$ cat src/rtl/multicycle_controller_if.sv
// Datapath-facing bundle of the multicycle controller.
//
// Purpose: carries the instruction word and ALU zero flag from the datapath
// into the controller, and every control strobe from the controller back out.
//
// Signals:
//   instruction                  instruction word from instruction memory
//   zero                         ALU zero flag
//   mem_ready                    data-memory done (present only with CTRL_MEM_WAIT_EN)
//   RegisterWriteDataEnable      register file write strobe
//   RegisterWriteDataDestination 1 = write ALU result, 0 = write memory data
//   LoadPcEnable                 PC update strobe
//   SelectBranchPc               PC source = branch target
//   SelectJumpPc                 PC source = jump target
//   MemoryWriteDataEnable        data-memory write strobe
//   SelectImm                    ALU operand 2 = sign-extended immediate
//
// Modports: master = controller side, slave = datapath side.
// Optional macro: CTRL_MEM_WAIT_EN adds the mem_ready handshake signal.

interface multicycle_controller_if #(
   parameter int INSTR_W = 16
);

   logic [INSTR_W-1:0] instruction;
   logic               zero;
`ifdef CTRL_MEM_WAIT_EN
   logic               mem_ready;
`endif
   logic               RegisterWriteDataEnable;
   logic               RegisterWriteDataDestination;
   logic               LoadPcEnable;
   logic               SelectBranchPc;
   logic               SelectJumpPc;
   logic               MemoryWriteDataEnable;
   logic               SelectImm;

   modport master (
      input  instruction,
      input  zero,
`ifdef CTRL_MEM_WAIT_EN
      input  mem_ready,
`endif
      output RegisterWriteDataEnable,
      output RegisterWriteDataDestination,
      output LoadPcEnable,
      output SelectBranchPc,
      output SelectJumpPc,
      output MemoryWriteDataEnable,
      output SelectImm
   );

   modport slave (
      output instruction,
      output zero,
`ifdef CTRL_MEM_WAIT_EN
      output mem_ready,
`endif
      input  RegisterWriteDataEnable,
      input  RegisterWriteDataDestination,
      input  LoadPcEnable,
      input  SelectBranchPc,
      input  SelectJumpPc,
      input  MemoryWriteDataEnable,
      input  SelectImm
   );

endinterface

$ cat src/rtl/multicycle_controller.sv
// Multicycle control FSM for the 16-bit datapath.
//
// Purpose: sequences fetch/decode/execute/memory/writeback for one instruction
// at a time, drives every datapath control strobe from the current state and
// the latched opcode, and counts retired instructions for debug.
//
// Ports:
//   clk        rising-edge clock
//   rst        synchronous reset, active-low
//   bus        datapath bundle (multicycle_controller_if.master)
//   state_out  current state encoding (debug)
//   halted     sticky, set once a HALT instruction is decoded
//   illegal_op high during DECODE of an unknown opcode
//   retired    instructions retired since reset (wraps silently)
//
// Optional macro: CTRL_MEM_WAIT_EN makes the MEM state wait for mem_ready;
// without it MEM always lasts exactly one cycle.

module multicycle_controller #(
   parameter int INSTR_W   = 16,
   parameter int RET_CNT_W = 16
) (
   input  logic                 clk,
   input  logic                 rst,
   multicycle_controller_if.master bus,
   output logic [2:0]           state_out,
   output logic                 halted,
   output logic                 illegal_op,
   output logic [RET_CNT_W-1:0] retired
);

   localparam logic [2:0] FETCH  = 3'd0;
   localparam logic [2:0] DECODE = 3'd1;
   localparam logic [2:0] EXEC   = 3'd2;
   localparam logic [2:0] MEM    = 3'd3;
   localparam logic [2:0] WB     = 3'd4;
   localparam logic [2:0] HALT   = 3'd5;

   localparam logic [3:0] OP_ALU_R = 4'h0;
   localparam logic [3:0] OP_ALU_I = 4'h1;
   localparam logic [3:0] OP_LOAD  = 4'h2;
   localparam logic [3:0] OP_STORE = 4'h3;
   localparam logic [3:0] OP_JUMP  = 4'h4;
   localparam logic [3:0] OP_BEQZ  = 4'h5;
   localparam logic [3:0] OP_HALT  = 4'hF;

   logic [2:0]           state;
   logic [2:0]           state_next;
   logic [3:0]           op_q;
   logic                 halted_q;
   logic [RET_CNT_W-1:0] retired_q;
   logic                 mem_done;
   logic                 op_legal;
   logic                 retire;

   // Only the opcode field is held; the remaining instruction bits feed the
   // datapath directly from its own instruction register.
`ifdef CTRL_MEM_WAIT_EN
   assign mem_done = bus.mem_ready;
`else
   assign mem_done = 1'b1;
`endif

   // Opcodes 0..5 execute; F halts; everything else is rejected in DECODE.
   assign op_legal = (op_q <= OP_BEQZ);

   // The final cycle of each executing instruction: WB for ALU/LOAD, the
   // completing MEM cycle for STORE, EXEC for JUMP/BEQZ.
   assign retire = (state == WB) ||
                   ((state == MEM) && (op_q == OP_STORE) && mem_done) ||
                   ((state == EXEC) && ((op_q == OP_JUMP) || (op_q == OP_BEQZ)));

   always_comb begin
      state_next = FETCH;
      case (state)
         FETCH:  state_next = DECODE;
         DECODE: begin
            if (op_legal)
               state_next = EXEC;
            else if (op_q == OP_HALT)
               state_next = HALT;
            else
               state_next = FETCH;
         end
         EXEC: begin
            case (op_q)
               OP_ALU_R, OP_ALU_I: state_next = WB;
               OP_LOAD, OP_STORE:  state_next = MEM;
               default:            state_next = FETCH;
            endcase
         end
         MEM: begin
            if (!mem_done)
               state_next = MEM;
            else if (op_q == OP_LOAD)
               state_next = WB;
            else
               state_next = FETCH;
         end
         WB:      state_next = FETCH;
         HALT:    state_next = HALT;
         default: state_next = FETCH;
      endcase
   end

   always_ff @(posedge clk) begin
      if (!rst) begin
         state     <= FETCH;
         op_q      <= 4'h0;
         halted_q  <= 1'b0;
         retired_q <= '0;
      end else begin
         state <= state_next;
         if (state == FETCH)
            op_q <= bus.instruction[INSTR_W-1 -: 4];
         if ((state == DECODE) && (op_q == OP_HALT))
            halted_q <= 1'b1;
         if (retire)
            retired_q <= retired_q + RET_CNT_W'(1);
      end
   end

   // Strobes follow state and latched opcode only, except SelectBranchPc
   // (follows zero in EXEC of BEQZ) and, with the memory wait enabled, the
   // STORE PC load, which fires only on the cycle memory completes.
   always_comb begin
      bus.RegisterWriteDataEnable      = 1'b0;
      bus.RegisterWriteDataDestination = 1'b0;
      bus.LoadPcEnable                 = 1'b0;
      bus.SelectBranchPc               = 1'b0;
      bus.SelectJumpPc                 = 1'b0;
      bus.MemoryWriteDataEnable        = 1'b0;
      bus.SelectImm                    = 1'b0;
      illegal_op                       = 1'b0;
      case (state)
         DECODE: illegal_op = !op_legal && (op_q != OP_HALT);
         EXEC: begin
            case (op_q)
               OP_ALU_I, OP_LOAD, OP_STORE: bus.SelectImm = 1'b1;
               OP_JUMP: begin
                  bus.LoadPcEnable = 1'b1;
                  bus.SelectJumpPc = 1'b1;
               end
               OP_BEQZ: begin
                  bus.LoadPcEnable   = 1'b1;
                  bus.SelectBranchPc = bus.zero;
               end
               default: ;
            endcase
         end
         MEM: begin
            if (op_q == OP_STORE) begin
               bus.MemoryWriteDataEnable = 1'b1;
               bus.LoadPcEnable          = mem_done;
            end
         end
         WB: begin
            bus.RegisterWriteDataEnable      = 1'b1;
            bus.RegisterWriteDataDestination = (op_q != OP_LOAD);
            bus.LoadPcEnable                 = 1'b1;
            bus.SelectImm                    = (op_q == OP_ALU_I);
         end
         default: ;
      endcase
   end

   assign state_out = state;
   assign halted    = halted_q;
   assign retired   = retired_q;

endmodule

$ cat src/flat_wrapper.sv
// flat-port wrapper written by rule: the top's interface ports become plain ports
module multicycle_controller_flat 
#(
   parameter int INSTR_W   = 16,
   parameter int RET_CNT_W = 16
)
  (clk, rst, state_out, halted, illegal_op, retired, bus_instruction, bus_zero, bus_RegisterWriteDataEnable, bus_RegisterWriteDataDestination, bus_LoadPcEnable, bus_SelectBranchPc, bus_SelectJumpPc, bus_MemoryWriteDataEnable, bus_SelectImm);
  multicycle_controller_if #(.INSTR_W(INSTR_W)) bus_i ();
  input  logic clk;
  input  logic rst;
  output logic [2:0] state_out;
  output logic halted;
  output logic illegal_op;
  output logic [RET_CNT_W-1:0] retired;
  input wire logic [$bits(bus_i.instruction)-1:0] bus_instruction;
  input wire logic [$bits(bus_i.zero)-1:0] bus_zero;
  output wire logic [$bits(bus_i.RegisterWriteDataEnable)-1:0] bus_RegisterWriteDataEnable;
  output wire logic [$bits(bus_i.RegisterWriteDataDestination)-1:0] bus_RegisterWriteDataDestination;
  output wire logic [$bits(bus_i.LoadPcEnable)-1:0] bus_LoadPcEnable;
  output wire logic [$bits(bus_i.SelectBranchPc)-1:0] bus_SelectBranchPc;
  output wire logic [$bits(bus_i.SelectJumpPc)-1:0] bus_SelectJumpPc;
  output wire logic [$bits(bus_i.MemoryWriteDataEnable)-1:0] bus_MemoryWriteDataEnable;
  output wire logic [$bits(bus_i.SelectImm)-1:0] bus_SelectImm;
  assign bus_i.instruction = bus_instruction;
  assign bus_i.zero = bus_zero;
  assign bus_RegisterWriteDataEnable = bus_i.RegisterWriteDataEnable;
  assign bus_RegisterWriteDataDestination = bus_i.RegisterWriteDataDestination;
  assign bus_LoadPcEnable = bus_i.LoadPcEnable;
  assign bus_SelectBranchPc = bus_i.SelectBranchPc;
  assign bus_SelectJumpPc = bus_i.SelectJumpPc;
  assign bus_MemoryWriteDataEnable = bus_i.MemoryWriteDataEnable;
  assign bus_SelectImm = bus_i.SelectImm;
  multicycle_controller #(.INSTR_W(INSTR_W), .RET_CNT_W(RET_CNT_W)) u_core (.clk(clk), .rst(rst), .bus(bus_i), .state_out(state_out), .halted(halted), .illegal_op(illegal_op), .retired(retired));
endmodule
$ cat config.mk
export PLATFORM = sky130hd
export DESIGN_NAME = multicycle_controller_flat
export DESIGN_NICKNAME = d
export VERILOG_FILES = /design/src/rtl/multicycle_controller_if.sv /design/src/rtl/multicycle_controller.sv /design/src/flat_wrapper.sv
export SDC_FILE = /design/constraint.sdc
export NUM_CORES = 1
export LEC_CHECK = 0
export CORE_ASPECT_RATIO = 0.9
export CORE_MARGIN = 3
export CORE_UTILIZATION = 25
export CTS_CLUSTER_SIZE = 20
export DETAILED_ROUTE_END_ITERATION = 10
export HOLD_SLACK_MARGIN = 0.12
export MAX_ROUTING_LAYER = met4
export PLACE_DENSITY = 0.55
export SLEW_MARGIN = 10
export SYNTH_ARGS = -nofsm -noshare
export SYNTH_HDL_FRONTEND = slang
export SYNTH_SLANG_ARGS = --single-unit
$ cat constraint.sdc
create_clock -name clk -period 2.3 [get_ports clk]
set_clock_uncertainty 0.05 [all_clocks]
set_input_delay 0.575 -clock clk [delete_from_list [all_inputs] [get_ports clk]]
set_output_delay 0.575 -clock clk [all_outputs]
set_load 0.02 [all_outputs]
**After elaboration in Yosys (flattened, before gate mapping)**

Index checks and enable logic that the tools add are counted.

- Register bits after elaboration: 24
- Bits of input ports: 19
- Output and inout port bits: 28
- Logic and storage cells: 51

- Add/subtract/negate cells: 1
- Order comparisons: 1
- Equality and inequality tests: 13
- Mux-type cells: 18
- Reduce and logical (&&, ||, !) cells: 14

Operator list:

| kind | count |
|---|---|
| 16-bit by 1-bit adder with 16-bit output (second input constant) | 1 |
| 3-bit one-hot mux with 5 select lines | 1 |
| 1-bit 2-to-1 mux | 11 |
| 3-bit 2-to-1 mux | 3 |
| 4-bit by 2-bit equality test with 1-bit output (second input constant) | 2 |
| 4-bit by 3-bit equality test with 1-bit output (second input constant) | 2 |
| 3-bit by 2-bit equality test with 1-bit output (second input constant) | 2 |
| 3-bit equality test (second input constant) | 2 |
| 3-bit one-hot mux with 2 select lines | 1 |
| 2-bit OR reduction | 3 |
| 4-bit by 1-bit equality test with 1-bit output (second input constant) | 1 |
| 4-bit equality test (second input constant) | 1 |
| 4-bit by 3-bit less-or-equal comparator with 1-bit output (second input constant) | 1 |
| 1-bit logical AND | 4 |
| 4-bit zero test | 1 |
| 4-bit by 2-bit != test with 1-bit output (second input constant) | 1 |
| 4-bit != test (second input constant) | 1 |
| 3-bit by 1-bit equality test with 1-bit output (second input constant) | 1 |
| 3-bit zero test | 1 |
| 1-bit logical OR | 3 |
| 1-bit one-hot mux with 3 select lines | 1 |
| 3-bit OR reduction | 1 |
| 1-bit one-hot mux with 2 select lines | 1 |
| 1-bit zero test | 1 |

**Depth between registers and ports, before layout**

Gate-level depths: netlist of run 1.

- Word-level depth: 4
- Mapped depth: 7
- Gate-level depth less buffers: 5

**Worst setup path before layout of run 1**

No wires, ideal clock.

- Path type: flip-flop to output port
- Start: reg u_core.state[0], in the netlist u_core.state_out[0]
- End: out illegal_op
- Arrival: 1735 ps
- Required time: 1675 ps
- Path slack: -60 ps
- Cell stages (with the launch flop): 4
- Buffers on the path: 1
- Cells stage by stage: dfxtp_1 clkbuf_1 nand2b_1 nor4b_1

- Longest elaborated chain between the ends: 2

RTL lines:

| item | line | text |
|---|---|---|
| start, declared | multicycle_controller.sv:47 | `logic [2:0] state;` |
| start signal, assigned | multicycle_controller.sv:113 | `state <= state_next;` |
| 3-bit by 1-bit equality test with 1-bit output | multicycle_controller.sv:135 | `case (state)` |
| 1-bit 2-to-1 mux | multicycle_controller.sv:135 |  |
| end, declared | flat_wrapper.sv:13 | `output logic illegal_op;` |

No other way between the ends.

**Final worst setup path of run 1**

- Start: reg u_core.state[2], in the netlist u_core.state_out[2]
- End: out bus_SelectJumpPc

- Longest elaborated chain between the ends: 2

RTL lines:

| item | line | text |
|---|---|---|
| 3-bit by 2-bit equality test with 1-bit output | multicycle_controller.sv:135 |  |
| 1-bit 2-to-1 mux | multicycle_controller.sv:135 |  |
| end, declared | flat_wrapper.sv:21 | `output wire logic [$bits(bus_i.SelectJumpPc)-1:0] bus_SelectJumpPc;` |

No other way between the ends.

==> flow_summary.json, run 1 <==
{
  "cts-buffers-inserted": 3,
  "postLayoutSetupSlackWorst_ns": 0.1003,
  "met1_usage": 0.1776,
  "rows": 25,
  "cp-start-kind": "register",
  "yosysSeqAreaShare": 0.3288,
  "drc_errors": 0,
  "die_w_um": 86.59,
  "drt_iter0_markers": 81,
  "grt_usage": 0.1142,
  "postCtsSetupRepairBufs": 0,
  "required_ns": 1.67,
  "grt-busiest-layer": "met1",
  "syn_area_sq_mm": 0.001461,
  "core_area_sq_mm": 0.005443,
  "arrival_ns": 1.57,
  "min_path_type": "reg2reg",
  "detailed_place_hpwl_um": 2699,
  "syn_inst": 170,
  "fmax_mhz": 454.6,
  "cp-end-kind": "output port",
  "vdd_drop_max_uv": 183.2,
  "layoutNonFillerInstCount": 279,
  "vias": 1314,
  "critPathKind": "reg2out",
  "syn_avg_cell_area_sq_um": 8.596,
  "n_antenna_cell": 0,
  "fin_setup_tns_ns": 0,
  "synth_edf_count": 0,
  "detail_route.first_pass.iterations": 4,
  "netlist-cell-type-count": 36,
  "grt_pass1_vias": 1271,
  "synth_compound_area_frac": 0.1884,
  "multi_input_area_sq_um": 912.1,
  "synth-simple-area-share": 0.3031,
  "grt_setup_unrepaired": "no",
  "p_leak_nw": 0.7088,
  "clock_latency_ns": 0.26,
  "avgRoutedWirePerCell_um": 12.82,
  "dieArea_sq_mm": 0.006800,
  "finalCritPeriodShare": 0.9564,
  "place_area_sq_mm": 0.001944,
  "via_per_inst": 4.710,
  "drv_slew": 0,
  "synth_fp_nets": 190,
  "area.sequential_sq_um": 485.5,
  "grt_max_degree": 28,
  "async_flop_share": 0,
  "status": "completed",
  "relSlewSlack": 0.8005,
  "portBuffers": 34,
  "ant_nets": 0,
  "postRouteWirelength_um": 3578,
  "io_pins": 47,
  "synthTopCellsByCount": "dfxtp_1 (24), nand2_1 (24), mux2i_1 (16)",
  "synth_flop_cell": "dfxtp_1",
  "start_util": 0.2685,
  "grt_use_met3": 0.02204,
  "grt_remaining_overflow": 0,
  "fillCellCount": 593,
  "pre_cts_ws_ns": -0.07942,
  "min_period_ns": 2.200,
  "synth.area.mux_share": 0.1096,
  "pwr_density_cell_mw_per_mm2": 454.7,
  "post-route-cell-area_sq_mm": 0.001988,
  "routabilityCongestion": 0.7967,
  "cts.sinks": 24,
  "maxCapViolCount": 0,
  "grt_antenna_before_repair": 0,
  "yosysTopAreaCell": "dfxtp_1",
  "cts-root-buf": "clkbuf_8",
  "die_h_um": 78.54,
  "cts_tree": "built",
  "final-setup-viol-count": 0,
  "layout-drive-gt1-share": 0.1792,
  "worstPathMaxFanout": 6,
  "synth_area_leaders": "dfxtp_1 (33%), mux2i_1 (11%), nand2_1 (6.2%), nand2b_1 (6.0%), a2111oi_4 (3.8%)",
  "use_met2": 0.1491,
  "htreeDepth": 1,
  "synth-xor-area-share": 0,
  "grt_pass1_wl_um": 6189,
  "cts_buffer_depth": 2,
  "hold_viol": 0,
  "final_util": 0.3653,
  "synth_warnings": 0,
  "area_growth_pct": 36.04,
  "synth_top_cell_area_share": 0.3288,
  "clkTransAtPathRegs_ns": 0.09,
  "place_inst": 276,
  "tightest_slew_ns": 0.2975,
  "synthAdderAreaFrac": 0.008562,
  "nets": 234,
  "synth_top_family_by_area": "simple AND/OR/NAND/NOR gates",
  "ys_ff_latch": 24
}
## repair_timing
action / 4_1_cts / 5_1_grt
hold buffers: 0 / 0
endpoints found under the setup margin: 8 / 4
cloned: 0 / 0
resized for setup: 11 / 10
## stage by stage
| step | power [W] | hold WS (ns) |
|---|---|---|
| after detailed placement | 0.0006555 | 0.4161 |
| after global routing | 0.0009531 | 0.4729 |
| after global placement | 0.0006530 | 0.4030 |
| after CTS | 0.0009124 | 0.4326 |
| after floorplan | 0.0005702 | 0.4905 |
| final | 0.0009041 | 0.4239 |
## where the power goes
| part | total [W] | internal, W | switching [W] | leakage [nW] |
|---|---|---|---|---|
| combinational | 0.000192 | 0.0000909 | 0.000101 | 0.491 |
| clock | 0.000255 | 0.000117 | 0.000138 | 0.0216 |
| sequential | 0.000457 | 0.000431 | 0.0000255 | 0.196 |
## final timing paths
path | start | cells past startpoint | slack (ns) | end
worst max-delay path | u_core.state_out[2]$_SDFF_PN0_ | 5 | 0.10 | bus_SelectJumpPc
worst min register to register | u_core.retired[15]$_SDFFE_PN0P_ | 2 | 0.42 | u_core.retired[15]$_SDFFE_PN0P_
worst max register to register | u_core.state_out[2]$_SDFF_PN0_ | 6 | 0.51 | u_core.retired[13]$_SDFFE_PN0P_
worst min-delay path | u_core.retired[15]$_SDFFE_PN0P_ | 2 | 0.42 | u_core.retired[15]$_SDFFE_PN0P_
## critical path, cell delays in order, from the launching register on
cell	delay (ns)
dfxtp_2	0.36
and2b_2	0.29
buf_4	0.14
nand3_1	0.10
nor2_1	0.10
dlygate4sd2_1	0.33
## flip-flops by register name, indices dropped and copies added (netlist names)
| signal | cells |
|---|---|
| u_core.halted | 1 |
| u_core.retired | 16 |
| u_core.op_q | 4 |
| u_core.state_out | 3 |
## cells by family after synthesis
kind of cell / Yosys count
AO/OA/AOI/OAI: 32
adder cells (fa/ha/maj): 1
buffers and inverters: 17
flip-flops: 24
multiplexers: 16
AND/OR/NAND/NOR: 80
## layout make-up
cell class              instances  share of cell area
clock buffers                   3             0.02077
flip-flops and latches         24              0.2442
repair buffers                 50              0.2228
inverters                       6             0.01133
well taps                      67             0.04216
multi-input cells             129              0.4588
## layout by cell type, fill, tap and decap left out, types with 4 or more instances in the layout
cell | netlist | routed
clkdlybuf4s50_1 | 0 | 26
nand2_1 | 24 | 24
dfxtp_1 | 24 | 20
buf_4 | 0 | 17
mux2i_1 | 16 | 16
nand2b_1 | 14 | 14
nor2_1 | 14 | 13
a21oi_1 | 9 | 9
nand3_1 | 7 | 7
inv_1 | 6 | 6
a211oi_1 | 6 | 6
and4_1 | 4 | 4
dlygate4sd2_1 | 0 | 4
dfxtp_2 | 0 | 4
## metal layers
layer | part of all wire | wire (um)
met4 | 0.0034 | 12
met3 | 0.038 | 137
met2 | 0.39 | 1392
met1 | 0.57 | 2036
met5 | 0 | 0
Note: power is estimated with default switching activity, not from simulation.
==> run 2: changes to the inputs <==
Settings changed: CTS_BUF_LIST set to sky130_fd_sc_hd__clkbuf_8 sky130_fd_sc_hd__clkbuf_16, DONT_BUFFER_PORTS set to 1, PLACE_DENSITY 0.55 to 0.44.
==> flow_summary.json, run 2 (same netlist as run 1, synthesis figures left out) <==
{
  "clock_latency_ns": 0.27,
  "vias": 1230,
  "detailed_place_hpwl_um": 2625,
  "drv_slew": 0,
  "core_area_sq_mm": 0.005443,
  "finalCritPeriodShare": 0.9248,
  "fin_setup_tns_ns": 0,
  "arrival_ns": 1.50,
  "slowest_delay_ns": 0.44,
  "cts_tree": "built",
  "grt_antenna_before_repair": 0,
  "avgRoutedWirePerCell_um": 14.98,
  "via_per_inst": 5.083,
  "relSlewSlack": 0.5444,
  "postRouteWirelength_um": 3625,
  "required_ns": 1.67,
  "min_period_ns": 2.127,
  "htreeDepth": 1,
  "cts-root-buf": "clkbuf_8",
  "cts.sinks": 24,
  "postLayoutSetupSlackWorst_ns": 0.1730,
  "fillCellCount": 584,
  "min_path_type": "in2reg",
  "dieArea_sq_mm": 0.006800,
  "grt_max_degree": 31,
  "final-setup-viol-count": 0,
  "nets": 196,
  "drt_iter0_markers": 79,
  "cts-buffers-inserted": 3,
  "crit_chain": "nor3b_2 > nand4_4 > nand2_1 > buf_4",
  "worstPathMaxFanout": 11,
  "hold_viol": 0,
  "layout_commonest_cell": "nand2_1",
  "io_pins": 47,
  "cp-end-kind": "output port",
  "postCtsSetupRepairBufs": 0,
  "fmax_mhz": 470.1,
  "maxCapViolCount": 0,
  "p_leak_nw": 0.5534,
  "grt_usage": 0.1095,
  "critPathKind": "reg2out",
  "cp_slowest_cell": "dfxtp_2",
  "pre_cts_ws_ns": 0.3370,
  "grt_remaining_overflow": 0,
  "whs_ns": 0.3745,
  "pwr_density_cell_mw_per_mm2": 547.6,
  "status": "completed",
  "routabilityCongestion": 0.8511,
  "cts_buffer_depth": 2,
  "layout_common_cells": "nand2_1 (24), dfxtp_1 (22), mux2i_1 (16), nor2_1 (14), nand2b_1 (14)",
  "grt_pass1_wl_um": 5837,
  "ant_nets": 0,
  "detail_route.first_pass.iterations": 4,
  "die_w_um": 86.59,
  "n_antenna_cell": 0,
  "start_util": 0.2685,
  "grt_setup_unrepaired": "no",
  "tightest_slew_ns": 0.6781,
  "largest_reg_flops": 16,
  "die_h_um": 78.54,
  "worst-path-buf-inv": 1,
  "rows": 25,
  "layout-drive-gt1-share": 0.1600,
  "drc_errors": 0,
  "grt_pass1_vias": 1182,
  "vdd_drop_max_uv": 218.9,
  "area_growth_pct": 11.64,
  "portBuffers": 0,
  "path_delay_family": "simple AND/OR/NAND/NOR gates",
  "cp-start-kind": "register",
  "clkTransAtPathRegs_ns": 0.09
}
run 2: what timing repair did:
action,4_1_cts,5_1_grt
hold buffers,0,0
endpoints found under the setup margin,0,4
resized for setup,0,2
run 2: layout make-up:
cell class	count	area, sq um	share of cell area
Inverter	6	22.52	0.01380
Multi-Input combinational cell	129	897.1	0.5498
Sequential cell	24	483.0	0.2960
Tap cell	67	83.83	0.05138
Clock buffer	4	55.05	0.03374
Timing Repair Buffer	12	90.09	0.05521
run 2: through the flow:
| step | total power (W) | cell area (sq um) | cells | utilization |
|---|---|---|---|---|
| 5_1_grt | 0.0009307 | 1632 | 242 | 0.2998 |
| 4_1_cts | 0.0008965 | 1629 | 242 | 0.2993 |
| 6_report | 0.0008935 | 1632 | 242 | 0.2998 |
| 2_1_floorplan | 0.0005702 | 1468 | 170 | - |
| 3_5_place_dp | 0.0005981 | 1574 | 238 | 0.2892 |
| 3_3_place_gp | 0.0005943 | 1574 | 238 | 0.2892 |
run 2: worst register-to-register path, stage by stage (launching register included):
cell       delay, ns
dfxtp_1         0.54
and4_1          0.40
nand2_1         0.20
a2111oi_4       0.37
mux2i_1         0.21
run 2: final timing paths:
path	to	from	slack [ns]	depth (start not counted)
worst min-delay path	u_core.retired[2]$_SDFFE_PN0P_	rst	0.37	1
worst min register to register	u_core.retired[15]$_SDFFE_PN0P_	u_core.retired[15]$_SDFFE_PN0P_	0.52	2
worst max-delay path	bus_LoadPcEnable	u_core.op_q[1]$_SDFFE_PN0N_	0.17	4
worst max register to register	u_core.retired[12]$_SDFFE_PN0P_	u_core.retired[3]$_SDFFE_PN0P_	0.46	4
run 2: per-layer routing:
layer	up-vias	global-route usage	wire length, um
met5	-	-	0
met3	4	0.01994	174
met2	29	0.1583	1609
li1	615	-	-
met1	582	0.1497	1796
met4	0	0.04361	45
run 2: report_power, final:
group	switching, W	leakage [nW]	internal [W]
Combinational	0.0000756	0.329	0.0000489
Clock	0.000150	0.0288	0.000153
Sequential	0.0000349	0.195	0.000431
Total	0.000261	0.553	0.000633
